`src/rtl/serial_addsub.sv`:
```
// ----------------------------------------------------------------------------
// serial_addsub
//
// Bit-serial adder/subtractor. It is the sequential counterpart of the
// combinational ripple adder: it takes the same operands (A, B, Cin) and
// returns the same result pair (Sum, Cout). One bit is processed per clock,
// LSB first, through a single full-adder cell.
//
// Subtraction is done as A + ~B + ~Cin. The borrow-out is the inverted final
// carry.
//
// An operation started at edge k completes at edge k+WIDTH. On that edge
// Sum/Cout update and done pulses for one cycle. The FSM is already back in
// IDLE during the done cycle, so a start in that cycle is accepted.
//
// Ports:
//   clk    in   rising-edge clock
//   rst_n  in   asynchronous active-low reset
//   start  in   operation request, sampled only while idle
//   Sub    in   0 = add, 1 = subtract (sampled with start)
//   A      in   operand A, WIDTH bits (sampled with start)
//   B      in   operand B, WIDTH bits (sampled with start)
//   Cin    in   carry-in (add) / borrow-in (subtract), sampled with start
//   busy   out  high while an operation is in progress
//   done   out  one-cycle pulse when Sum/Cout are updated
//   Sum    out  result, WIDTH bits; holds until the next completion
//   Cout   out  carry-out (add) / borrow-out (subtract)
// ----------------------------------------------------------------------------
module serial_addsub #(
   parameter int WIDTH = 4
) (
   input  logic             clk,
   input  logic             rst_n,
   input  logic             start,
   input  logic             Sub,
   input  logic [WIDTH-1:0] A,
   input  logic [WIDTH-1:0] B,
   input  logic             Cin,
   output logic             busy,
   output logic             done,
   output logic [WIDTH-1:0] Sum,
   output logic             Cout
);

   localparam int CW = $clog2(WIDTH);
   localparam logic [CW-1:0] LAST_BIT = CW'(WIDTH - 1);

   typedef enum logic {
      IDLE = 1'b0,
      RUN  = 1'b1
   } state_t;

   state_t           state_q, state_d;
   logic [WIDTH-1:0] a_q,     a_d;     // operand A shift register
   logic [WIDTH-1:0] b_q,     b_d;     // operand B (inverted for subtract)
   logic [WIDTH-1:0] res_q,   res_d;   // partial result, filled from MSB side
   logic [CW-1:0]    cnt_q,   cnt_d;   // index of the bit being processed
   logic             c_q,     c_d;     // running carry
   logic             sub_q,   sub_d;   // operation latched at start
   logic [WIDTH-1:0] sum_q,   sum_d;
   logic             cout_q,  cout_d;
   logic             done_q,  done_d;

   // Single full-adder cell on the current LSBs.
   logic fa_s;
   logic fa_c;

   always_comb begin
      fa_s = a_q[0] ^ b_q[0] ^ c_q;
      fa_c = (a_q[0] & b_q[0]) | (a_q[0] & c_q) | (b_q[0] & c_q);
   end

   // Next-state and datapath logic.
   always_comb begin
      // NOTE: every signal gets a default before the case statement. This
      // way no path leaves a variable unassigned, and no latch is inferred.
      state_d = state_q;
      a_d     = a_q;
      b_d     = b_q;
      res_d   = res_q;
      cnt_d   = cnt_q;
      c_d     = c_q;
      sub_d   = sub_q;
      sum_d   = sum_q;
      cout_d  = cout_q;
      done_d  = 1'b0;   // done is a pulse; it always drops on the next edge

      case (state_q)
         IDLE: begin
            if (start) begin
               state_d = RUN;
               a_d     = A;
               b_d     = Sub ? ~B : B;
               c_d     = Cin ^ Sub;   // ~Cin when subtracting
               cnt_d   = '0;
               res_d   = '0;
               sub_d   = Sub;
            end
         end

         RUN: begin
            c_d   = fa_c;
            res_d = {fa_s, res_q[WIDTH-1:1]};
            a_d   = a_q >> 1;
            b_d   = b_q >> 1;
            cnt_d = cnt_q + CW'(1);
            if (cnt_q == LAST_BIT) begin
               state_d = IDLE;
               sum_d   = res_d;            // includes the bit shifted in this edge
               cout_d  = fa_c ^ sub_q;     // borrow = inverted carry
               done_d  = 1'b1;
            end
         end

         default: state_d = IDLE;
      endcase
   end

   // State registers. The register set is small, so all of it is reset. That
   // way a reset in the middle of an operation leaves nothing stale behind.
   always_ff @(posedge clk or negedge rst_n) begin
      if (!rst_n) begin
         state_q <= IDLE;
         a_q     <= '0;
         b_q     <= '0;
         res_q   <= '0;
         cnt_q   <= '0;
         c_q     <= 1'b0;
         sub_q   <= 1'b0;
         sum_q   <= '0;
         cout_q  <= 1'b0;
         done_q  <= 1'b0;
      end else begin
         // NOTE: non-blocking assignments. Every flop samples its _d value
         // from before the edge, whatever order the lines are in.
         state_q <= state_d;
         a_q     <= a_d;
         b_q     <= b_d;
         res_q   <= res_d;
         cnt_q   <= cnt_d;
         c_q     <= c_d;
         sub_q   <= sub_d;
         sum_q   <= sum_d;
         cout_q  <= cout_d;
         done_q  <= done_d;
      end
   end

   assign busy = (state_q == RUN);
   assign done = done_q;
   assign Sum  = sum_q;
   assign Cout = cout_q;

endmodule

```
`config.mk`:
```
export PLATFORM = sky130hd
export DESIGN_NAME = serial_addsub
export DESIGN_NICKNAME = d
export VERILOG_FILES = /design/src/rtl/serial_addsub.sv
export SDC_FILE = /design/constraint.sdc
export NUM_CORES = 1
export LEC_CHECK = 0
export ABC_CLOCK_PERIOD_IN_PS = 1400
export CORE_MARGIN = 5
export CORE_UTILIZATION = 44
export DETAILED_ROUTE_END_ITERATION = 8
export PLACE_DENSITY_LB_ADDON = 0.25
export SLEW_MARGIN = 20
export SYNTH_ARGS = -nofsm -noshare
export SYNTH_HDL_FRONTEND = slang
export SYNTH_SLANG_ARGS = --single-unit
```
`constraint.sdc`:
```
create_clock -name clk -period 1.4 [get_ports clk]
set_clock_uncertainty 0.2 [all_clocks]
set_input_delay 0.28 -clock clk [delete_from_list [all_inputs] [get_ports clk]]
set_output_delay 0.28 -clock clk [all_outputs]
set_load 0.005 [all_outputs]
```
# == Word level (Yosys, flattened, before mapping) ==
# Index checks and enable logic that the tools add are counted.
# Widths: inputs -> output; s select.
# word_totals
inputBits,13
reg_bits,23
output_inout_bits,7
# op_classes
n_bitwise,11
n_mux,16
n_addsub,1
n_reduce_logical,2
eq_ne,2
# ops
operator,n
$pmux 4 s2,3
$mux 4,4
$mux 1,5
$not 4->4,1
$pmux 1 s2,2
$pmux 2 s2,1
$reduce_and 2->1,2
$xor 1x1->1,4
$and 1x1->1,3
$add 2x1->2 const B,1
$eq 2x2->1 const B,1
$mux 2,1
$ne 2x2->1 const B,1
$or 1x1->1,2
$not 1->1,1

# == Logic depth before layout (Yosys ltp) ==
# Gate-level depths: netlist of run 1.
# logic_depth
word_depth,4
ltp_mapped,4
ltp_nobuf,3

# == Worst setup path before layout of run 1 ==
# OpenSTA, ideal clock, no wires.
# synth_timing
path_type,register -> register
start,register a_q[0]
end,register cout_q (netlist: Cout)
slack_ns,-0.143
stages_incl_launch_ff,4
required_time_ns,1.075
synth_period_minus_slack_ns,1.543
arrival_ns,1.219
cell_sequence,dfrtp_1 > fa_1 > xor2_1 > mux2_2
# synth_via
elab_chain_len,4
elab_cells_between_ends,5
cone_classes,bitwise (5)
# synth_lines
element,line,rtl
start: declaration,54,"logic [WIDTH-1:0] a_q, a_d;"
start signal: assignment,124,a_q <= '0;
start signal: assignment,137,a_q <= a_d;
$and 1x1->1,70,fa_c = (a_q[0] & b_q[0]) | (a_q[0] & c_q) | (b_q[0] & c_q);
$or 1x1->1 (*) (2 in series),70,
$xor 1x1->1 (*),110,cout_d = fa_c ^ sub_q;
end signal: assignment,144,cout_q <= cout_d;
end: declaration,61,"logic cout_q, cout_d;"
# Every way passes the cells marked *; elsewhere a longest branch is shown, timed or not.
# A chain may end at the register's enable or synchronous reset.

# == Worst setup path after layout of run 1 ==
# layout_timing
start,register a_q[0]
end,register c_q
# layout_via
elab_chain_len,4
elab_cells_between_ends,5
cone_classes,mux (1); bitwise (4)
# layout_lines
element,line,rtl
$and 1x1->1,70,
$or 1x1->1 (*) (2 in series),70,
$pmux 1 s2 (*),88,case (state_q)
end signal: assignment,128,c_q <= 1'b0;
end signal: assignment,141,c_q <= c_d;
end: declaration,58,"logic c_q, c_d;"
# Marked as above.

==> reports/qor.csv, run 1 <==
stage;metric;value;unit
outcome;status;finished with violations;
outcome;failing checks;setup timing;
logic_synthesis;Post-Synth Adder-Cell Area;3.35;%
worst_hold_path;worst min path class;primary input to asynchronous set/reset pin;
timing;Final Hold Fails;0;
place;GPL Wtd Cong;0.837;
route;DR vias;679;
power_and_ir_drop;Max rail drop VDD;1.32;mV
clock_tree;clk root buf;clkbuf_4;
route;Antenna Nets Post-Route;0;
logic_synthesis;synthesized area per cell;12.8;sq um
finish;Final #Nets;127;
route;post-detailed-route wirelength per cell;13.9;um
timing;max-slew violation count;0;
critical_path;Setup crit end kind;flip-flop;
flow_run;max_cap viols;0;
clock_tree;total CTS buffers;3;
logic_synthesis;syn nets;91;
timing;Final min period;1530;ps
die;row count;17;
route;Routed Wire Length;1.93;mm
logic_synthesis;synth unique cells;24;
critical_path;FF-to-FF setup slack;-130;ps
clock_tree;H-tree Lvls;1;
global_routing;global-route wire length before repair;3.28;mm
route;DRC errors left;0;
global_routing;GRT Max-Usage Layer;met2;
route;Detailed Route Iter0 Violations;3;
finish;final core utilization;65.9;%
logic_synthesis;Synth Warn #;0;
timing;Hold Slack;102;ps
clock_tree;clk sink count;22;
die;Top Ports;20;
die;die height;57.0;um
logic_synthesis;largest family of logic cells by synthesized area;multiplexers;
place;I/O Buffers;19;
critical_path;critical path class;flip-flop to flip-flop;
global_routing;total grt overflow;0;
power_and_ir_drop;Final Power;2.74;mW
place;dpl hpwl;1.36;mm
global_routing;initial antenna violation count;0;
timing;final setup fails;5;
logic_synthesis;simple-gate portion of the synthesized area;9.52;%
critical_path;R2R Path End;c_q$_DFFE_PN0P_;
critical_path;reg2reg start;a_q[0]$_DFFE_PN0P_;
route;drt pass-1 iters;3;
route;Avg Vias per Cell;4.88;
die;DIE AREA;3250;sq um
critical_path;worst path arrival time;1530;ps
logic_synthesis;Mapped Area;972;sq um
die;effective utilization at floorplan;44.8;%
finish;ANT cells;0;
power_and_ir_drop;Pwr Density;1920;nW/um^2
logic_synthesis;async set-reset flop share out of synthesis;100;%
timing;total negative slack;-378;ps
timing;period utilisation layout;109;%
finish;share of layout cells above drive strength 1;37.8;%
global_routing;met1 Use GR;15.7;%
global_routing;largest net degree at the start of global routing;23;
finish;Area growth syn-to-layout;47.0;%
place;Cell Area, Placed;1290;sq um
global_routing;met2 global-route usage;23.8;%
logic_synthesis;xor/xnor share of the synthesized area;5.41;%
clock_tree;clock latency on the worst-skew pair;300;ps
critical_path;cell depth of the worst flop-to-flop path;3;
critical_path;Max FO, Critical Path;2;
timing;Max Freq;0.655;GHz
clock_tree;maximum clock path buffer count;2;
timing;worst setup margin;-126;ps
timing;Worst-Margin Slew;293;ps
timing;Slew HR;80.4;%
logic_synthesis;Seq/Total Area, Yosys;56.6;%
logic_synthesis;complex-gate fraction of the synthesized area;9.65;%
logic_synthesis;post-synthesis mux area share;12.2;%
logic_synthesis;post-synthesis cell count;76;
timing;RSZ-0062 raised after global routing;true;
clock_tree;CTS tree;yes;
critical_path;required time of the critical path;1400;ps
clock_tree;clock-pin transition on the worst setup and hold timing paths;130;ps
global_routing;GR Util met3;2.49;%
die;Core ar.;2170;sq um
global_routing;total track usage;12.7;%
critical_path;Startpoint Class;flip-flop;
clock_tree;cts hold-fix bufs;0;
finish;fin area;1430;sq um
power_and_ir_drop;Leak Pwr;0.693;nW
die;DIE WIDTH;57.0;um
logic_synthesis;Post-synth EDFFs;0;
finish;FILL cells;198;
global_routing;vias in the first global route;743;
logic_synthesis;flops & latches, synth;22;
logic_synthesis;top_reg_cell synth;dfrtp_1;
==> cells in the final DEF, fill, tap and decap left out, drive strengths merged, types with 2 or more instances in the layout <==
| cell type | netlist | routed |
|---|---|---|
| a221o | 3 | 3 |
| nor2 | 3 | 3 |
| buf | 4 | 16 |
| nand2 | 6 | 6 |
| a22o | 2 | 2 |
| nand2b | 2 | 2 |
| and2 | 4 | 4 |
| mux2 | 7 | 7 |
| dfrtp | 22 | 22 |
| clkbuf | 0 | 10 |
| mux2i | 4 | 4 |
| clkdlybuf4s50 | 0 | 12 |
| xor2 | 5 | 5 |
| o21ai | 5 | 5 |
==> worst max-delay path by stage <==
stage / startpoint / end / depth (start not counted) / slack [ps]
finish: a_q[0]$_DFFE_PN0P_ / c_q$_DFFE_PN0P_ / 3 / -130
global placement: Sub / b_q[0]$_DFFE_PN0P_ / 3 / -290
floorplan: c_q$_DFFE_PN0P_ / Cout$_DFFE_PN0P_ / 3 / -70
global route: a_q[0]$_DFFE_PN0P_ / c_q$_DFFE_PN0P_ / 3 / -170
CTS: c_q$_DFFE_PN0P_ / Cout$_DFFE_PN0P_ / 3 / -140
detailed placement: Sub / c_q$_DFFE_PN0P_ / 3 / -310
==> metrics by stage <==
step / setup WS (ps) / std cells
finish: -126 / 139
global route: -168 / 139
CTS: -140 / 139
detailed placement: -306 / 132
global placement: -288 / 132
floorplan: -74.3 / 76
==> cells in the mapped netlist (2+ instances only) <==
| master | n | area (sq um) |
|---|---|---|
| a22o_1 | 2 | 17.5 |
| mux2_2 | 7 | 78.8 |
| dfrtp_1 | 22 | 551 |
| buf_4 | 3 | 22.5 |
| mux2i_1 | 4 | 40.0 |
| a221o_1 | 3 | 30.0 |
| nor2_1 | 2 | 7.51 |
| and2_1 | 4 | 25.0 |
| nand2_1 | 5 | 18.8 |
| xor2_1 | 5 | 43.8 |
| nand2b_1 | 2 | 12.5 |
| o21ai_0 | 5 | 25.0 |
==> registers in the layout, summed over array words and instances, names as in the netlist <==
register / flops
sub_q: 1
done: 1
cnt_q: 2
res_q: 3
b_q: 4
Cout: 1
a_q: 4
Sum: 4
c_q: 1
busy: 1
==> power breakdown <==
group	total (mW)	switching, mW	internal, mW
Combinational	1.18	0.449	0.733
Sequential	1.07	0.167	0.900
Clock	0.491	0.202	0.289
Total	2.74	0.818	1.92
==> layout make-up <==
class / instances / area [sq um] / area share [%]
flip-flops and latches: 22 / 551 / 38.5
multi-input cells: 49 / 448 / 31.3
repair buffers: 35 / 339 / 23.7
well taps: 28 / 35.0 / 2.45
clock inverters: 1 / 30.0 / 2.10
clock buffers: 3 / 22.5 / 1.58
inverters: 1 / 3.75 / 0.263
==> kinds of logic (layout without fill, tap and decap cells) <==
logic type,count (synthesis),after routing
multiplexers,11,11
flip-flops,22,22
AO/OA/AOI/OAI,13,13
adder cells (fa/ha/maj),2,2
AND/OR/NAND/NOR,17,17
buffers and inverters,5,40
XOR/XNOR,6,6
==> what timing repair did <==
item,in CTS,in global routing
pin swaps,2,4
buffers inserted,3,0
cloned,0,0
setup endpoints to repair,16,20
hold endpoints to repair,0,0
gates resized for setup,25,20
==> per-layer routing <==
| metal | vias up | routed length, um | share of wire, % |
|---|---|---|---|
| li1 | 329 | - | - |
| met1 | 336 | 833 | 43 |
| met2 | 12 | 993 | 52 |
| met3 | 2 | 89 | 4.6 |
| met4 | 0 | 12 | 0.62 |
| met5 | - | 0 | 0 |
==> worst max-delay path, stage by stage (launching register included) <==
cell and delay [ps]:
dfrtp_1 430, fa_2 410, and2_4 140, a221o_1 250
Power figures use the tool's default switching activity.
==> run 2: changes to the inputs <==
- CORE_MARGIN: 5 -> 4
==> run 2 against run 1 <==
The run still ends with setup timing left. Clock power is 43% lower. Worst hold slack better by 12 ps. Flip-flop and latch count stayed put. Global-route usage is 3.5 points higher. Combinational power is 3% higher. Non-clock buffer count is 4 higher. Maximum frequency is 1.3% lower. Largest power group unchanged.
==> reports/qor.csv, run 2 (same netlist as run 1, synthesis figures left out) <==
stage;metric;value;unit;change
timing;Slew HR;80.3;%;was 80.4%
timing;Max Freq;0.647;GHz;was 0.655 GHz
critical_path;max incr delay on CP;420;ps;was 430 ps
timing;total negative slack;-545;ps;was -378 ps
finish;Final #Nets;131;;was 127
worst_hold_path;worst min path class;primary input to asynchronous set/reset pin;;unchanged
critical_path;Setup crit end kind;flip-flop;;unchanged
critical_path;Startpoint Class;flip-flop;;unchanged
critical_path;R2R Path End;Cout$_DFFE_PN0P_;;was c_q$_DFFE_PN0P_
place;dpl hpwl;1.32;mm;was 1.36 mm
die;die height;55.0;um;was 57.0 um
route;Routed Wire Length;2.05;mm;was 1.93 mm
die;DIE AREA;3030;sq um;was 3250 sq um
global_routing;largest net degree at the start of global routing;23;;unchanged
route;Detailed Route Iter0 Violations;7;;was 3
place;Cells after DPL;130;;was 132
timing;RSZ-0062 raised after global routing;true;;unchanged
clock_tree;clk sink count;22;;unchanged
power_and_ir_drop;Pwr Density;1840;nW/um^2;was 1920 nW/um^2
outcome;failing checks;setup timing;;unchanged
die;Core ar.;2020;sq um;was 2170 sq um
global_routing;initial antenna violation count;0;;unchanged
global_routing;total track usage;16.2;%;was 12.7%
critical_path;CP cell instances;fa_2 > xor2_1 > mux2_2;;was fa_2 > and2_4 > a221o_1
clock_tree;clock-pin transition on the worst setup and hold timing paths;120;ps;was 130 ps
die;DIE WIDTH;55.0;um;was 57.0 um
timing;final setup fails;9;;was 5
clock_tree;total CTS buffers;3;;unchanged
clock_tree;clock latency on the worst-skew pair;300;ps;about the same
critical_path;Max FO, Critical Path;2;;unchanged
power_and_ir_drop;register share of total power;41.4;%;was 38.9%
clock_tree;H-tree Lvls;1;;unchanged
critical_path;Top delay family on crit path;flip-flops;;unchanged
place;dpl ws;-312;ps;was -306 ps
route;post-detailed-route wirelength per cell;14.5;um;was 13.9 um
clock_tree;cts hold-fix bufs;0;;unchanged
power_and_ir_drop;Switching Fraction;32.0;%;was 29.9%
die;effective utilization at floorplan;48.1;%;was 44.8%
flow_run;max_cap viols;0;;unchanged
finish;FILL cells;146;;was 198
route;DRC errors left;0;;unchanged
critical_path;worst path arrival time;1540;ps;was 1530 ps
power_and_ir_drop;Max rail drop VDD;1.07;mV;was 1.32 mV
die;Top Ports;20;;unchanged
timing;max-slew violation count;0;;unchanged
finish;Area growth syn-to-layout;43.1;%;was 47.0%
clock_tree;maximum clock path buffer count;2;;unchanged
global_routing;global-route wire length before repair;3.29;mm;was 3.28 mm
finish;Storage cell area;551;sq um;unchanged
critical_path;critical path class;flip-flop to flip-flop;;unchanged
outcome;status;finished with violations;;unchanged
timing;Worst-Margin Slew;295;ps;was 293 ps
place;GPL Wtd Cong;0.755;;was 0.837
critical_path;required time of the critical path;1400;ps;about the same
critical_path;reg2reg start;a_q[0]$_DFFE_PN0P_;;unchanged
power_and_ir_drop;Final Power;2.56;mW;was 2.74 mW
power_and_ir_drop;Logic pwr share;47.6;%;was 43.1%
timing;worst setup margin;-146;ps;was -126 ps
global_routing;total grt overflow;0;;unchanged
finish;share of layout cells above drive strength 1;37.7;%;was 37.8%
global_routing;vias in the first global route;694;;was 743
critical_path;CP max-delay cell;dfrtp_1;;unchanged
power_and_ir_drop;Leak Pwr;0.685;nW;was 0.693 nW
finish;final core utilization;68.8;%;was 65.9%
finish;ANT cells;0;;unchanged
route;Avg Vias per Cell;4.89;;was 4.88
timing;period utilisation layout;110;%;was 109%
critical_path;cell depth of the worst flop-to-flop path;3;;unchanged
die;row count;16;;was 17
power_and_ir_drop;clock network power share;11.0;%;was 17.9%
timing;Final min period;1550;ps;was 1530 ps
finish;non-filler cells, final;141;;was 139
route;Antenna Nets Post-Route;0;;unchanged
route;DR vias;689;;was 679
finish;area occupied by multi-input gates;433;sq um;was 448 sq um
power_and_ir_drop;switching power;818;uW;about the same
route;drt pass-1 iters;2;;was 3
clock_tree;clk root buf;clkbuf_4;;unchanged
critical_path;CP Buf/Inv Count;0;;unchanged
clock_tree;CTS tree;yes;;unchanged
finish;most common cell after layout, fill and taps aside;dfrtp_1;;unchanged
timing;Final Hold Fails;0;;unchanged
finish;commonest cells after routing, fill and taps aside;22 x dfrtp_1, 15 x buf_4, 11 x clkdlybuf4s50_1;;was 22 x dfrtp_1, 12 x clkdlybuf4s50_1, 7 x clkbuf_2, 7 x buf_4
critical_path;FF-to-FF setup slack;-150;ps;was -130 ps
power_and_ir_drop;Int Pwr;1.74;mW;was 1.92 mW
place;I/O Buffers;19;;unchanged
-- run 2: worst max-delay path by stage --
stage,end,startpoint,cells past startpoint,slack [ps]
after floorplan,Cout$_DFFE_PN0P_,c_q$_DFFE_PN0P_,3,-70
after global placement,b_q[3]$_DFFE_PN0P_,Sub,4,-310
after detailed placement,b_q[3]$_DFFE_PN0P_,Sub,4,-310
after CTS,c_q$_DFFE_PN0P_,a_q[0]$_DFFE_PN0P_,3,-150
after global routing,c_q$_DFFE_PN0P_,a_q[0]$_DFFE_PN0P_,3,-170
final,Cout$_DFFE_PN0P_,a_q[0]$_DFFE_PN0P_,3,-150
-- run 2: metrics by stage --
stage / hold WS, ps / instance area (sq um)
3_5_place_dp: 272 / 1290
5_1_grt: 81.6 / 1390
6_report: 113 / 1390
3_3_place_gp: 260 / 1290
4_1_cts: 110 / 1380
2_1_floorplan: -216 / 975
-- run 2: power by group through the flow --
stage | Clock (mW) | Sequential, mW | Combinational [mW]
after CTS | 0.291 | 1.06 | 1.15
after floorplan | 0 | 1.06 | 0.540
after global placement | 0 | 1.06 | 0.967
after global routing | 0.330 | 1.09 | 1.33
after detailed placement | 0 | 1.08 | 0.999
final | 0.281 | 1.06 | 1.22
-- run 2: area by class of cell --
class,count,area share [%]
multi-input combinational,49,31.1
clock buffer,3,1.62
tap,27,2.43
sequential,22,39.6
timing repair buffer,39,25.0
inverter,1,0.270
-- run 2: worst register-to-register path: cells and delay by family, from the launching register on --
family / cells / cell delay (ps)
flip-flops: 1 / 420
multiplexers: 1 / 250
XOR/XNOR: 1 / 150
adder cells (fa/ha/maj): 1 / 420
-- run 2: metal layers --
| layer | wire length, um | track usage, % |
|---|---|---|
| met5 | 0 | 0 |
| met4 | 13 | 6.07 |
| met3 | 84 | 4.83 |
| met2 | 1100 | 27.0 |
| met1 | 852 | 19.6 |
-- run 2: repair_timing --
item                       CTS  global route
setup endpoints to repair   15            23
pin swaps                    2             4
resized for setup           26            12
buffers inserted             5             3
